<file path="src/rtl/syn_downcounter_prog.sv">
// Programmable down counter/timer with one-shot and auto-reload modes.
// Define DOWNCNT_PRESCALE_EN to decrement only every PRESCALE-th enabled cycle.
module syn_downcounter_prog #(
    parameter int unsigned WIDTH    = 4,
    parameter int unsigned PRESCALE = 4
) (
    input  logic             clk,
    input  logic             reset,
    input  logic             en,
    input  logic             load,
    input  logic [WIDTH-1:0] load_val,
    input  logic             mode,
    output logic [WIDTH-1:0] count,
    output logic             tc,
    output logic             busy,
    output logic             done
);

    localparam logic [1:0] S_IDLE = 2'd0;
    localparam logic [1:0] S_RUN  = 2'd1;
    localparam logic [1:0] S_DONE = 2'd2;

    localparam logic [WIDTH-1:0] ONE = {{(WIDTH-1){1'b0}}, 1'b1};

    if (PRESCALE < 2 || PRESCALE > 256) begin : g_bad_prescale
        $error("PRESCALE must lie in 2..256");
    end

    logic [1:0]       state_q, state_d;
    logic [WIDTH-1:0] count_q, count_d;
    logic [WIDTH-1:0] reload_q, reload_d;
    logic             tc_q, tc_d;
    logic             busy_q, busy_d;
    logic             done_q, done_d;
    logic             run_en;
    logic             step;

    assign run_en = (state_q == S_RUN) && en;

`ifdef DOWNCNT_PRESCALE_EN
    localparam int unsigned   PS_W   = $clog2(PRESCALE);
    localparam logic [PS_W-1:0] PS_MAX = PS_W'(PRESCALE - 1);

    logic [PS_W-1:0] pre_q, pre_d;

    assign step = run_en && (pre_q == PS_MAX);

    // Prescaler wraps to zero on the stepping edge, so entering DONE leaves it clear.
    always_comb begin
        pre_d = pre_q;
        if (load) begin
            pre_d = '0;
        end else if (run_en) begin
            pre_d = step ? '0 : pre_q + PS_W'(1);
        end
    end

    always_ff @(posedge clk or negedge reset) begin
        if (!reset) pre_q <= '0;
        else        pre_q <= pre_d;
    end
`else
    assign step = run_en;
`endif

    always_comb begin
        state_d  = state_q;
        count_d  = count_q;
        reload_d = reload_q;
        tc_d     = 1'b0;
        if (load) begin
            count_d  = load_val;
            reload_d = load_val;
            state_d  = (load_val != '0) ? S_RUN : S_IDLE;
        end else begin
            case (state_q)
                S_IDLE: ;
                S_RUN: begin
                    if (step) begin
                        if (count_q > ONE) begin
                            count_d = count_q - ONE;
                        end else begin
                            tc_d = 1'b1;
                            if (mode) begin
                                count_d = reload_q;
                            end else begin
                                count_d = '0;
                                state_d = S_DONE;
                            end
                        end
                    end
                end
                S_DONE:  count_d = '0;
                default: state_d = S_IDLE;
            endcase
        end
        busy_d = (state_d == S_RUN);
        done_d = (state_d == S_DONE);
    end

    always_ff @(posedge clk or negedge reset) begin
        if (!reset) begin
            state_q  <= S_IDLE;
            count_q  <= '0;
            reload_q <= '0;
            tc_q     <= 1'b0;
            busy_q   <= 1'b0;
            done_q   <= 1'b0;
        end else begin
            state_q  <= state_d;
            count_q  <= count_d;
            reload_q <= reload_d;
            tc_q     <= tc_d;
            busy_q   <= busy_d;
            done_q   <= done_d;
        end
    end

    assign count = count_q;
    assign tc    = tc_q;
    assign busy  = busy_q;
    assign done  = done_q;

endmodule

</file>
<file path="config.mk">
export PLATFORM = sky130hd
export DESIGN_NAME = syn_downcounter_prog
export DESIGN_NICKNAME = d
export VERILOG_FILES = /design/src/rtl/syn_downcounter_prog.sv
export SDC_FILE = /design/constraint.sdc
export NUM_CORES = 1
export LEC_CHECK = 0
export ABC_AREA = 1
export CAP_MARGIN = 10
export CORE_AREA = 10 10 61 63
export CTS_CLUSTER_SIZE = 10
export DETAILED_ROUTE_END_ITERATION = 8
export DIE_AREA = 0 0 71 73
export GPL_TIMING_DRIVEN = 0
export SLEW_MARGIN = 20
export SYNTH_ARGS = -nofsm -noshare
export SYNTH_HDL_FRONTEND = slang
export SYNTH_SLANG_ARGS = --single-unit
export TNS_END_PERCENT = 10
</file>
<file path="constraint.sdc">
create_clock -name clk -period 1.6 [get_ports clk]
set_input_delay 0.48 -clock clk [delete_from_list [all_inputs] [get_ports clk]]
set_output_delay 0.48 -clock clk [all_outputs]
set_load 0.03 [all_outputs]
</file>
After elaboration in Yosys (flattened, before gate mapping):

Index checks and enable logic that the tools add are counted.

* $add $sub $neg: 1
* magnitude comparators: 1
* equal/unequal tests: 5
* mux-type cells: 15
* reductions and logical operators: 6

Operator list (count)
* $mux 4: 4
* $mux 2: 4
* $pmux 4 s2: 1
* $mux 1: 5
* $eq 2x1->1 const B: 2
* $eq 2x2->1 const B: 2
* $gt 4x1->1 const B: 1
* $pmux 2 s2: 1
* $reduce_bool 4->1: 1
* $sub 4x1->4 const B: 1
* $ne 3x3->1 const B: 1
* $reduce_bool 3->1: 1
* $logic_not 2->1: 1
* $reduce_and 2->1: 1
* $reduce_or 2->1: 1
* $logic_and 1x1->1: 1

* register bits: 13
* output and inout bits: 7
* logic and storage cells: 34

Depth between registers and ports, before layout:

* depth in word-level cells: 6
* mapped depth: 10
* mapped depth without buffers: 10

Worst setup path after synthesis:

OpenSTA, ideal clock, no wires.

* path kind: register to register
* start point: register count_q[0] (netlist: count[0])
* end point: register count_q[0] (netlist: count[0])
* arrival: 1406 ps
* required time: 1483 ps
* path slack: 77 ps
* cell stages (with the launch flop): 11
* path buffers: 0
* clock period less this slack: 1523 ps
* cells stage by stage: dfrtp_1 inv_1 ha_1 inv_1 nand2_1 nand2_2 nand2_1 nand3_1 nand2_1 nand2_1 nand2_1

* longest elaborated chain between the ends: 5
* elaborated cells between the ends (all ways): 6
* classes of those cells: 1 x add/sub; 1 x order compare; 4 x mux

RTL lines
* from (decl): RTL line 30 `logic [WIDTH-1:0] count_q, count_d;`
* from (signal assigned): RTL line 111 `count_q <= count_d;`
* $sub 4x1->4 / $gt 4x1->1 (equally long branches): RTL line 81, 80
* $mux 4 *: RTL line 80 `if (count_q > ONE) begin`
* $mux 4 *: RTL line 79 `if (step) begin`
* $pmux 4 s2 *: RTL line 76 `case (state_q)`
* $mux 4 *: RTL line 71 `if (load) begin`

Mark *: on every way between the ends. The rest lies on a longest branch, timed or not. The select of a mux whose other input is x is not followed.
A chain may end at the register's enable or synchronous reset.

Worst setup path after layout:

* start point: register count_q[0] (netlist: count[0])
* end point: output port count[0]

RTL lines
* to (decl): RTL line 13 `output logic [WIDTH-1:0] count,`

No word-level cell between the ends.

==> results_dict.tcl <==
set metrics [dict create \
    cp-end-kind "primary output" \
    die_y_um 73 \
    drtIter0Drc 28 \
    rows 19 \
    clockBufferDepth 2 \
    syn_avg_cell_area_sq_um 7.37 \
    critPathTopFamily "flip-flops" \
    slew_headroom_pct 59.1 \
    crit_type "reg -> out" \
    cp-start-kind "flip-flop" \
    final_nets 131 \
    synth-simple-area-share_pct 38.3 \
    min_period_ns 1.54 \
    crit_buf_inv 1 \
    cp.required_ns 1.12 \
    p_leak_nw 0.505 \
    ir_drop_mv 0.581 \
    dr.pass1.iters 4 \
    htree_levels 1 \
    wl_um 1550 \
    max_freq_mhz 651 \
    crit_arrival_ns 1.06 \
    antenna_found_initial 0 \
    post-route-drc-count 0 \
    synth_xor_area_share_pct 0 \
    fin_crit_sh_pct 96.0 \
    fp.dieArea_sq_um 5180 \
    avgRoutedWirePerCell_um 10.3 \
    diodes 0 \
    cts_buffers 3 \
    yosysSeqAreaShare_pct 43.7 \
    grt_max_degree 14 \
    grt-ovfl-total 0 \
    synth_warnings 0 \
    status "complete, no violations" \
    crit_chain "clkdlybuf4s15_1" \
    synth.mux.area_fraction_pct 0 \
    setup_violations 0 \
    synth.distinct_cells 17 \
    hp-class "in -> reg" \
    grt_pass1_vias 730 \
    synth_top_family_by_area "simple AND/OR/NAND/NOR gates" \
    cpPeakStageDelay_ns 0.44 \
    cts_setup_buffers 0 \
    finalPower_w 0.000989 \
    grt_pass1_wl_um 2880 \
    clock_skew_ns 0.00106 \
    p_per_area_nw_per_um2 1040 \
    cts_tree "built" \
    hold_buffers 0 \
    syn2layout_area_growth_pct 27.7 \
    maxCapViolCount 0 \
    fin_setup_tns_ns 0 \
    drive_gt1_share_pct 12.6 \
    io_buffers 14 \
    hold_viol_final 0 \
    synth_fa_ha_area_share_pct 3.36 \
    routabilityCongestion 0.801 \
    critPathMaxFanout 5 \
    synth_compound_area_share_pct 4.03 \
    layout_common_cells "nand2_1 (40), inv_1 (14), dfrtp_1 (12)" \
    cts_root_buf "clkbuf_4" \
    finalMaxSlewViolations 0 \
    cp_slowest_cell "dfrtp_2" \
    worst_pin_slew_ns 0.612 \
    grt_util_all_layers_pct 6.66 \
    cts_sinks 13 \
    clk_pin_slew_ns 0.08 \
    vias 641 \
    start_util_pct 28.5 \
    viasPerCell 4.27 \
    rsz0062_at_grt "false" \
    synth.cell_area_sq_um 744 \
    antenna_left 0 \
    clkLatencyLatePin_ns 0.27 \
    place_hpwl_um 1270 \
    die_w_um 71 \
    ys_ff_latch 13 \
    io_pins 16 \
    synth_cells 101 \
    coreArea_sq_um 2620 \
    layout_commonest_cell "nand2_1" \
    syn_nets 112 \
]
-- kinds of logic (layout without fill, tap and decap cells) --
logic type | after synthesis | after routing
buffers and inverters | 17 | 35
adder cells (fa/ha/maj) | 2 | 2
AND/OR/NAND/NOR | 63 | 63
flip-flops | 13 | 13
AO/OA/AOI/OAI | 6 | 6
-- power breakdown --
group / internal (W) / leakage [nW] / switching (W)
logic: 0.000142 / 0.331 / 0.000234
clock network: 0.0000965 / 0.0150 / 0.000106
registers: 0.000369 / 0.159 / 0.0000406
total: 0.000608 / 0.505 / 0.000382
-- final timing paths --
| path | startpoint | to | slack [ns] | cells past startpoint |
|---|---|---|---|---|
| max reg2reg | count[0] | busy | 0.21 | 7 |
| min | load | state_q[1] | 0.42 | 2 |
| max | count[0] | count[0] | 0.06 | 1 |
| min reg2reg | reload_q[2] | reload_q[2] | 0.48 | 2 |
| min in group asynchronous | reset | busy | 0.59 | 1 |
| max in group asynchronous | reset | count[0] | 0.58 | 1 |
-- metrics by stage --
stage / std cells / cell area, sq um / util [%] / hold slack [ns] / worst slack [ns]
after floorplan: 101 / 744 / - / 0.184 / 0.0772
after global placement: 146 / 923 / 35.3 / 0.455 / -0.0221
after detailed placement: 146 / 923 / 35.3 / 0.466 / -0.0432
after CTS: 150 / 947 / 36.2 / 0.406 / 0.00734
after global routing: 150 / 951 / 36.4 / 0.417 / 0.00307
final: 150 / 951 / 36.4 / 0.419 / 0.0632
-- per-layer routing --
layer | wire [um] | track usage (%) | vias up | share of wire (%)
li1 | - | - | 347 | -
met1 | 739 | 7.04 | 279 | 48
met2 | 711 | 11.4 | 11 | 46
met3 | 73 | 2.31 | 4 | 4.7
met4 | 20 | 3.66 | 0 | 1.3
met5 | 0 | 0 | - | 0
-- synth_stat cells --
library cell,count,share of area (%)
inv_8,1,1.5
nor2_4,3,4.5
nand2_1,41,21
nand4_1,1,0.84
nor2_1,6,3.0
dfrtp_1,13,44
buf_6,1,1.5
nand2_4,1,1.5
nand3_1,8,5.4
inv_1,14,7.1
ha_1,2,3.4
nor3_1,1,0.67
nand2_2,1,0.84
inv_2,1,0.50
o21ai_0,2,1.3
nor4_1,1,0.84
a21oi_1,4,2.7
-- sequential cells by signal, indices dropped and copies added (netlist names) --
name and count:
tc 1, busy 1, done 1, reload_q 4
count 4, state_q 2
-- repair_timing --
action	CTS	global route
pin swaps	0	0
hold endpoints to repair	0	0
endpoints found under the setup margin	7	5
gates resized for setup	12	2
-- final cells by class --
class,instances,area (sq um)
multi-input cells,71,343
repair buffers,14,138
flip-flops and latches,13,327
well taps,31,38.8
inverters,16,67.6
clock buffers,4,26.3
fillers,302,1660
plain buffers,1,11.3
No activity file was read; power rests on OpenSTA's default activity.
